## config.mk

```make
export PLATFORM = sky130hd
export DESIGN_NAME = xc_malu_arbiter
export DESIGN_NICKNAME = d
export VERILOG_FILES = /design/src/rtl/xc_malu_arbiter.sv
export SDC_FILE = /design/constraint.sdc
export NUM_CORES = 1
export LEC_CHECK = 0
export CORE_AREA = 8 8 173 175
export DETAILED_ROUTE_END_ITERATION = 8
export DIE_AREA = 0 0 181 183
export GPL_ROUTABILITY_DRIVEN = 1
export HOLD_SLACK_MARGIN = 0.03
export PLACE_DENSITY_LB_ADDON = 0.05
export SYNTH_ARGS = -nofsm -noshare
export SYNTH_HDL_FRONTEND = slang
export SYNTH_SLANG_ARGS = --single-unit
export TNS_END_PERCENT = 20
```

## constraint.sdc

```tcl
create_clock -name clock -period 2.2 [get_ports clock]
set_input_delay 0.33 -clock clock [delete_from_list [all_inputs] [get_ports clock]]
set_output_delay 0.33 -clock clock [all_outputs]
set_load 0.005 [all_outputs]
```

## src/rtl/xc_malu_arbiter.sv

```systemverilog
`default_nettype none
// ============================================================================
//  Module   : xc_malu_arbiter
//  Purpose  : Round-robin sharing of one multi-cycle xc_malu between two
//             requesters, with response channel, watchdog and illegal-op
//             rejection.
//  Revision : 1.0  initial release
// ============================================================================
module xc_malu_arbiter #(
  parameter int TIMEOUT = 80,  // max BUSY cycles before abort (>= 2)
  parameter int CW      = 7    // watchdog width, 2**CW > TIMEOUT
) (
  input  logic        clock,
  input  logic        resetn,
  input  logic        req0_valid,
  output logic        req0_ready,
  input  logic [3:0]  req0_op,
  input  logic [2:0]  req0_pw,
  input  logic [31:0] req0_rs1,
  input  logic [31:0] req0_rs2,
  input  logic [31:0] req0_rs3,
  input  logic        req1_valid,
  output logic        req1_ready,
  input  logic [3:0]  req1_op,
  input  logic [2:0]  req1_pw,
  input  logic [31:0] req1_rs1,
  input  logic [31:0] req1_rs2,
  input  logic [31:0] req1_rs3,
  input  logic        ctrl_flush,
  output logic [31:0] malu_rs1,
  output logic [31:0] malu_rs2,
  output logic [31:0] malu_rs3,
  output logic [13:0] malu_uop,
  output logic [4:0]  malu_pw,
  output logic        malu_valid,
  output logic        malu_flush,
  input  logic [63:0] malu_result,
  input  logic        malu_ready,
  output logic        rsp_valid,
  input  logic        rsp_ready,
  output logic        rsp_id,
  output logic [63:0] rsp_result,
  output logic        rsp_err
);

  typedef enum logic [3:0] {
    S_IDLE  = 4'b0001,
    S_BUSY  = 4'b0010,
    S_RESP  = 4'b0100,
    S_FLUSH = 4'b1000
  } state_t;

  localparam logic [CW-1:0] c_wd_last = CW'(TIMEOUT - 1);

  state_t        r_state;
  state_t        w_next;
  logic          r_last_grant;
  logic [CW-1:0] r_wd;

  logic          w_grant_any;
  logic          w_grant_id;
  logic [3:0]    w_op;
  logic [2:0]    w_pw;
  logic          w_legal;
  logic [13:0]   w_uop;
  logic [4:0]    w_pw_oh;
  logic          w_timeout;

  // Arbitration and decode of the selected request; ready only in an unflushed IDLE.
  always_comb begin
    w_grant_any = (r_state == S_IDLE) && !ctrl_flush && (req0_valid || req1_valid);
    // On a tie the requester that did not win last time gets the ALU.
    w_grant_id  = (req0_valid && req1_valid) ? !r_last_grant : req1_valid;
    req0_ready  = w_grant_any && !w_grant_id;
    req1_ready  = w_grant_any &&  w_grant_id;
    w_op        = w_grant_id ? req1_op : req0_op;
    w_pw        = w_grant_id ? req1_pw : req0_pw;
    w_legal     = (w_op < 4'd14) && (w_pw < 3'd5);
    w_uop       = (w_op < 4'd14) ? (14'd1 << w_op) : 14'd0;
    w_pw_oh     = (w_pw < 3'd5)  ? (5'd1 << w_pw)  : 5'd0;
    w_timeout   = (r_wd == c_wd_last);
  end

  // Next-state logic; ctrl_flush overrides everything once an op is in flight.
  always_comb begin
    w_next = r_state;
    case (r_state)
      S_IDLE:  if (w_grant_any) w_next = w_legal ? S_BUSY : S_RESP;
      S_BUSY:  if (ctrl_flush) w_next = S_FLUSH;
               else if (malu_ready || w_timeout) w_next = S_RESP;
      S_RESP:  if (ctrl_flush || rsp_ready) w_next = S_FLUSH;
      S_FLUSH: w_next = ctrl_flush ? S_FLUSH : S_IDLE;
      default: w_next = S_IDLE;
    endcase
  end

  // State register.
  always_ff @(posedge clock) begin
    if (!resetn) r_state <= S_IDLE;
    else         r_state <= w_next;
  end

  // Datapath: operand latch on grant, result capture in BUSY, registered handshakes.
  always_ff @(posedge clock) begin
    if (!resetn) begin
      r_last_grant <= 1'b1;
      r_wd         <= '0;
      malu_rs1     <= '0;
      malu_rs2     <= '0;
      malu_rs3     <= '0;
      malu_uop     <= '0;
      malu_pw      <= '0;
      malu_valid   <= 1'b0;
      malu_flush   <= 1'b0;
      rsp_valid    <= 1'b0;
      rsp_id       <= 1'b0;
      rsp_result   <= '0;
      rsp_err      <= 1'b0;
    end else begin
      malu_valid <= (w_next == S_BUSY);
      malu_flush <= (w_next == S_FLUSH);
      rsp_valid  <= (w_next == S_RESP);
      if (w_grant_any) begin
        malu_rs1     <= w_grant_id ? req1_rs1 : req0_rs1;
        malu_rs2     <= w_grant_id ? req1_rs2 : req0_rs2;
        malu_rs3     <= w_grant_id ? req1_rs3 : req0_rs3;
        // An illegal request must leave the ALU untouched.
        malu_uop     <= w_legal ? w_uop : 14'd0;
        malu_pw      <= w_pw_oh;
        rsp_id       <= w_grant_id;
        r_last_grant <= w_grant_id;
        r_wd         <= '0;
        if (!w_legal) begin
          rsp_result <= '0;
          rsp_err    <= 1'b1;
        end
      end else if (r_state == S_BUSY) begin
        r_wd <= r_wd + 1'b1;
        if (!ctrl_flush) begin
          // ALU completion beats a simultaneous watchdog expiry.
          if (malu_ready) begin
            rsp_result <= malu_result;
            rsp_err    <= 1'b0;
          end else if (w_timeout) begin
            rsp_result <= '0;
            rsp_err    <= 1'b1;
          end
        end
      end
    end
  end

endmodule
`default_nettype wire

```

==> out/results.txt <==
Status - finished, final reports clean
Synth unique cells - 55
Met3 WL - 3400 um
M1 WL - 14500 um
Most frequent cell after synthesis - nand2_1
Initial antenna violation count - 8
Remaining DRCs - 0
Worst Setup SP - ctrl_flush
FFs w/ async S/R, synth - 0
Worst R2R Setup Slack - 350 ps
Top FF cell, synth - dfxtp_1
Pwr dens - 664 mW/mm2
Core area - 0.0273 mm2
Slew headroom - 0.400
Syn_nets - 1293
Worst skew pair latency - 440 ps
Seq cells post-synth - 196
Reg-to-reg startpoint - r_state[1]$_SDFF_PN0_
Synthesized area per cell - 8.14 um2
RSZ-0062 raised after global routing - false
Post-Place Cells - 1784
Final Non-Filler Cells - 1819
Clk_skew - 16.3 ps
Die ar. - 0.0331 mm2
Leak - 5.12 nW
Detailed Route Iter0 Violations - 472
Die width - 181 um
Clock root buffer - clkbuf_16
Synth top area share - 0.475
Fillers - 2622
# setup viols final - 0
First-pass GRT wire length - 53500 um
R2R Path End - malu_uop[12]$_SDFFE_PN0N_
Max-slew violation count - 0
Die Span Y - 183 um
Crit path capture type - primary output
# rows - 61
CTS H-tree depth - 4
Total negative setup slack - 0 ps
Top cells by area, synth - dfxtp_1, nand2_1, a311oi_1
Gr ovfl total - 0
Num CTS Buffers - 17
Int Pwr - 6.64 mW
Worst-path maximum fanout - 2
CTS tree - done
Final hold vios - 0
IO Count - 463
Longest Clk Path Bufs - 2
Cells along the critical path - clkdlybuf4s50_1 > o21bai_1 > or4_4 > nor2_2 > dlygate4sd2_1
Max incr delay on CP - 500 ps
Post-synth EDFFs - 0
Pin count of the biggest net entering global routing - 95
Worst Hold Class - input port to flip-flop
Syn. warnings - 0
Top Metal Used - met5
CTS hold repair buffers - 0
Fin crit share - 0.953
Synth area leader - dfxtp_1
Number of cells on the critical path - 5
CP max stage cell - or4_4
Critical path type - input port to primary output
Arrival time at the worst endpoint - 1770 ps
Routed via count - 8828
Sequential share of power - 0.425
Routed len/inst - 19.5 um
Psw - 2.69 mW
Switching share of power - 0.288
VDD IR-drop max - 0.423 mV
Cell count after synthesis - 1015
Post-route ant nets - 0
Fraction of layout cells with a size suffix above 1 - 0.0707
Top delay family on crit path - buffers and inverters
Slew @ Worst Pin - 897 ps
GP Congestion - 0.766
Vias in the first global route - 8732
Port Buffers - 462
Synth-to-Final Area Change - 70.0%
Synth cell count leaders - nand2_1, dfxtp_1, nor2_1
Minimum hold slack - 299 ps
Fmax - 477 MHz
Nets - 1736
CP startpoint kind - input port
Max-cap violations - 0
Via density - 4.85
Worst-case reg-to-reg path depth - 6
Starting density of the core - 0.303
Mapped cell area - 0.00827 mm2
Met2 routed WL - 17000 um
WP buf/inv - 2
Comb pwr share - 0.249
Final Util - 0.514
TritonRoute pass-1 iters - 4
CP Capture Point - req0_ready
Power, Total - 9.33 mW
WP data required - 1870 ps
Post-detail-place hpwl - 26900 um
GR Util All Layers - 0.206
Reg clk slew, reported paths - 70 ps
Drt total wl - 35500 um
TritonCTS Sinks - 196
Register area share after synthesis - 0.475
Final Critical Period - 2100 ps
Clock power share - 0.327
what timing repair did:
action                     in CTS  in global routing
setup endpoints to repair       2                  1
pin swaps                       1                  1
resized for setup               3                  1
setup buffers                   0                  1
cells by family (layout without fill, tap and decap cells):
logic type,after synthesis,in the layout,share of synthesized area
xor+xnor,7,7,0.00742
flops,196,196,0.475
mux,8,8,0.0101
compound gates,209,209,0.207
simple gates,498,498,0.248
other cells,0,3,0
fa+ha+maj,1,1,0.00151
buf+inv,96,551,0.0518
power groups by stage:
| stage | Combinational [mW] | Sequential, mW | Clock, mW |
|---|---|---|---|
| 3_3_place_gp | 2.34 | 4.03 | 0 |
| 3_5_place_dp | 2.34 | 4.04 | 0 |
| 2_1_floorplan | 0.889 | 4.06 | 0 |
| 6_report | 2.32 | 3.96 | 3.05 |
| 4_1_cts | 2.35 | 3.96 | 3.15 |
| 5_1_grt | 2.53 | 4.00 | 3.31 |
sequential cells by signal (all words and copies together) (netlist names), 4 cells and up:
| register | cells |
|---|---|
| malu_rs3 | 32 |
| malu_uop | 14 |
| malu_rs2 | 32 |
| r_state | 4 |
| malu_rs1 | 32 |
| malu_pw | 5 |
| rsp_result | 64 |
| r_wd | 7 |
worst min-delay path, delay by kind of cell:
family / cells / cell delay, ps
simple gates: 1 / 60
buf+inv: 2 / 290
worst min-delay path by stage:
stage                                           start                          end  slack, ps  depth (start not counted)
final                                          resetn        malu_flush$_SDFF_PN0_        300                          3
after CTS                                      resetn        malu_flush$_SDFF_PN0_        280                          3
after global placement    rsp_result[46]$_SDFFE_PN0P_  rsp_result[46]$_SDFFE_PN0P_        440                          2
after global routing                           resetn        malu_flush$_SDFF_PN0_        280                          3
after detailed placement  rsp_result[37]$_SDFFE_PN0P_  rsp_result[37]$_SDFFE_PN0P_        450                          2
after floorplan                        malu_result[0]   rsp_result[0]$_SDFFE_PN0P_        440                          2
layout by cell type (no fill, tap or decap), types with 4 or more instances in the layout:
cell type	n
nor2_1	110
o31ai_1	66
o21ai_0	4
buf_12	10
a22o_1	12
nand2b_1	5
inv_8	4
dfxtp_1	196
buf_4	45
nand2_1	337
a311oi_1	97
xor2_1	6
nand4b_1	4
clkdlybuf4s50_1	459
a21oi_1	8
nand4_1	4
clkbuf_16	17
and3_1	7
mux2i_1	5
nor3_1	7
routing by layer:
layer,vias up,global-route usage
met2,335,0.343
met4,10,0.0571
met3,36,0.0896
met1,3997,0.240
li1,4450,-
met5,-,0
stage by stage:
| stage | worst slack [ps] | cell area [um2] |
|---|---|---|
| after global routing | 22.9 | 14000 |
| after detailed placement | -231 | 13500 |
| after CTS | -92.0 | 14000 |
| after floorplan | 454 | 8270 |
| final | 104 | 14000 |
| after global placement | -221 | 13500 |
layout make-up:
type,instances,area [um2],area share
Timing Repair Buffer,517,5160,0.367
Multi-Input combinational cell,723,3960,0.282
Sequential cell,196,3920,0.279
Clock buffer,18,439,0.0313
Tap cell,346,433,0.0308
Clock inverter,13,116,0.00828
Inverter,3,13.8,0.000980
Antenna cell,3,7.51,0.000534
Power figures use the tool's default switching activity.
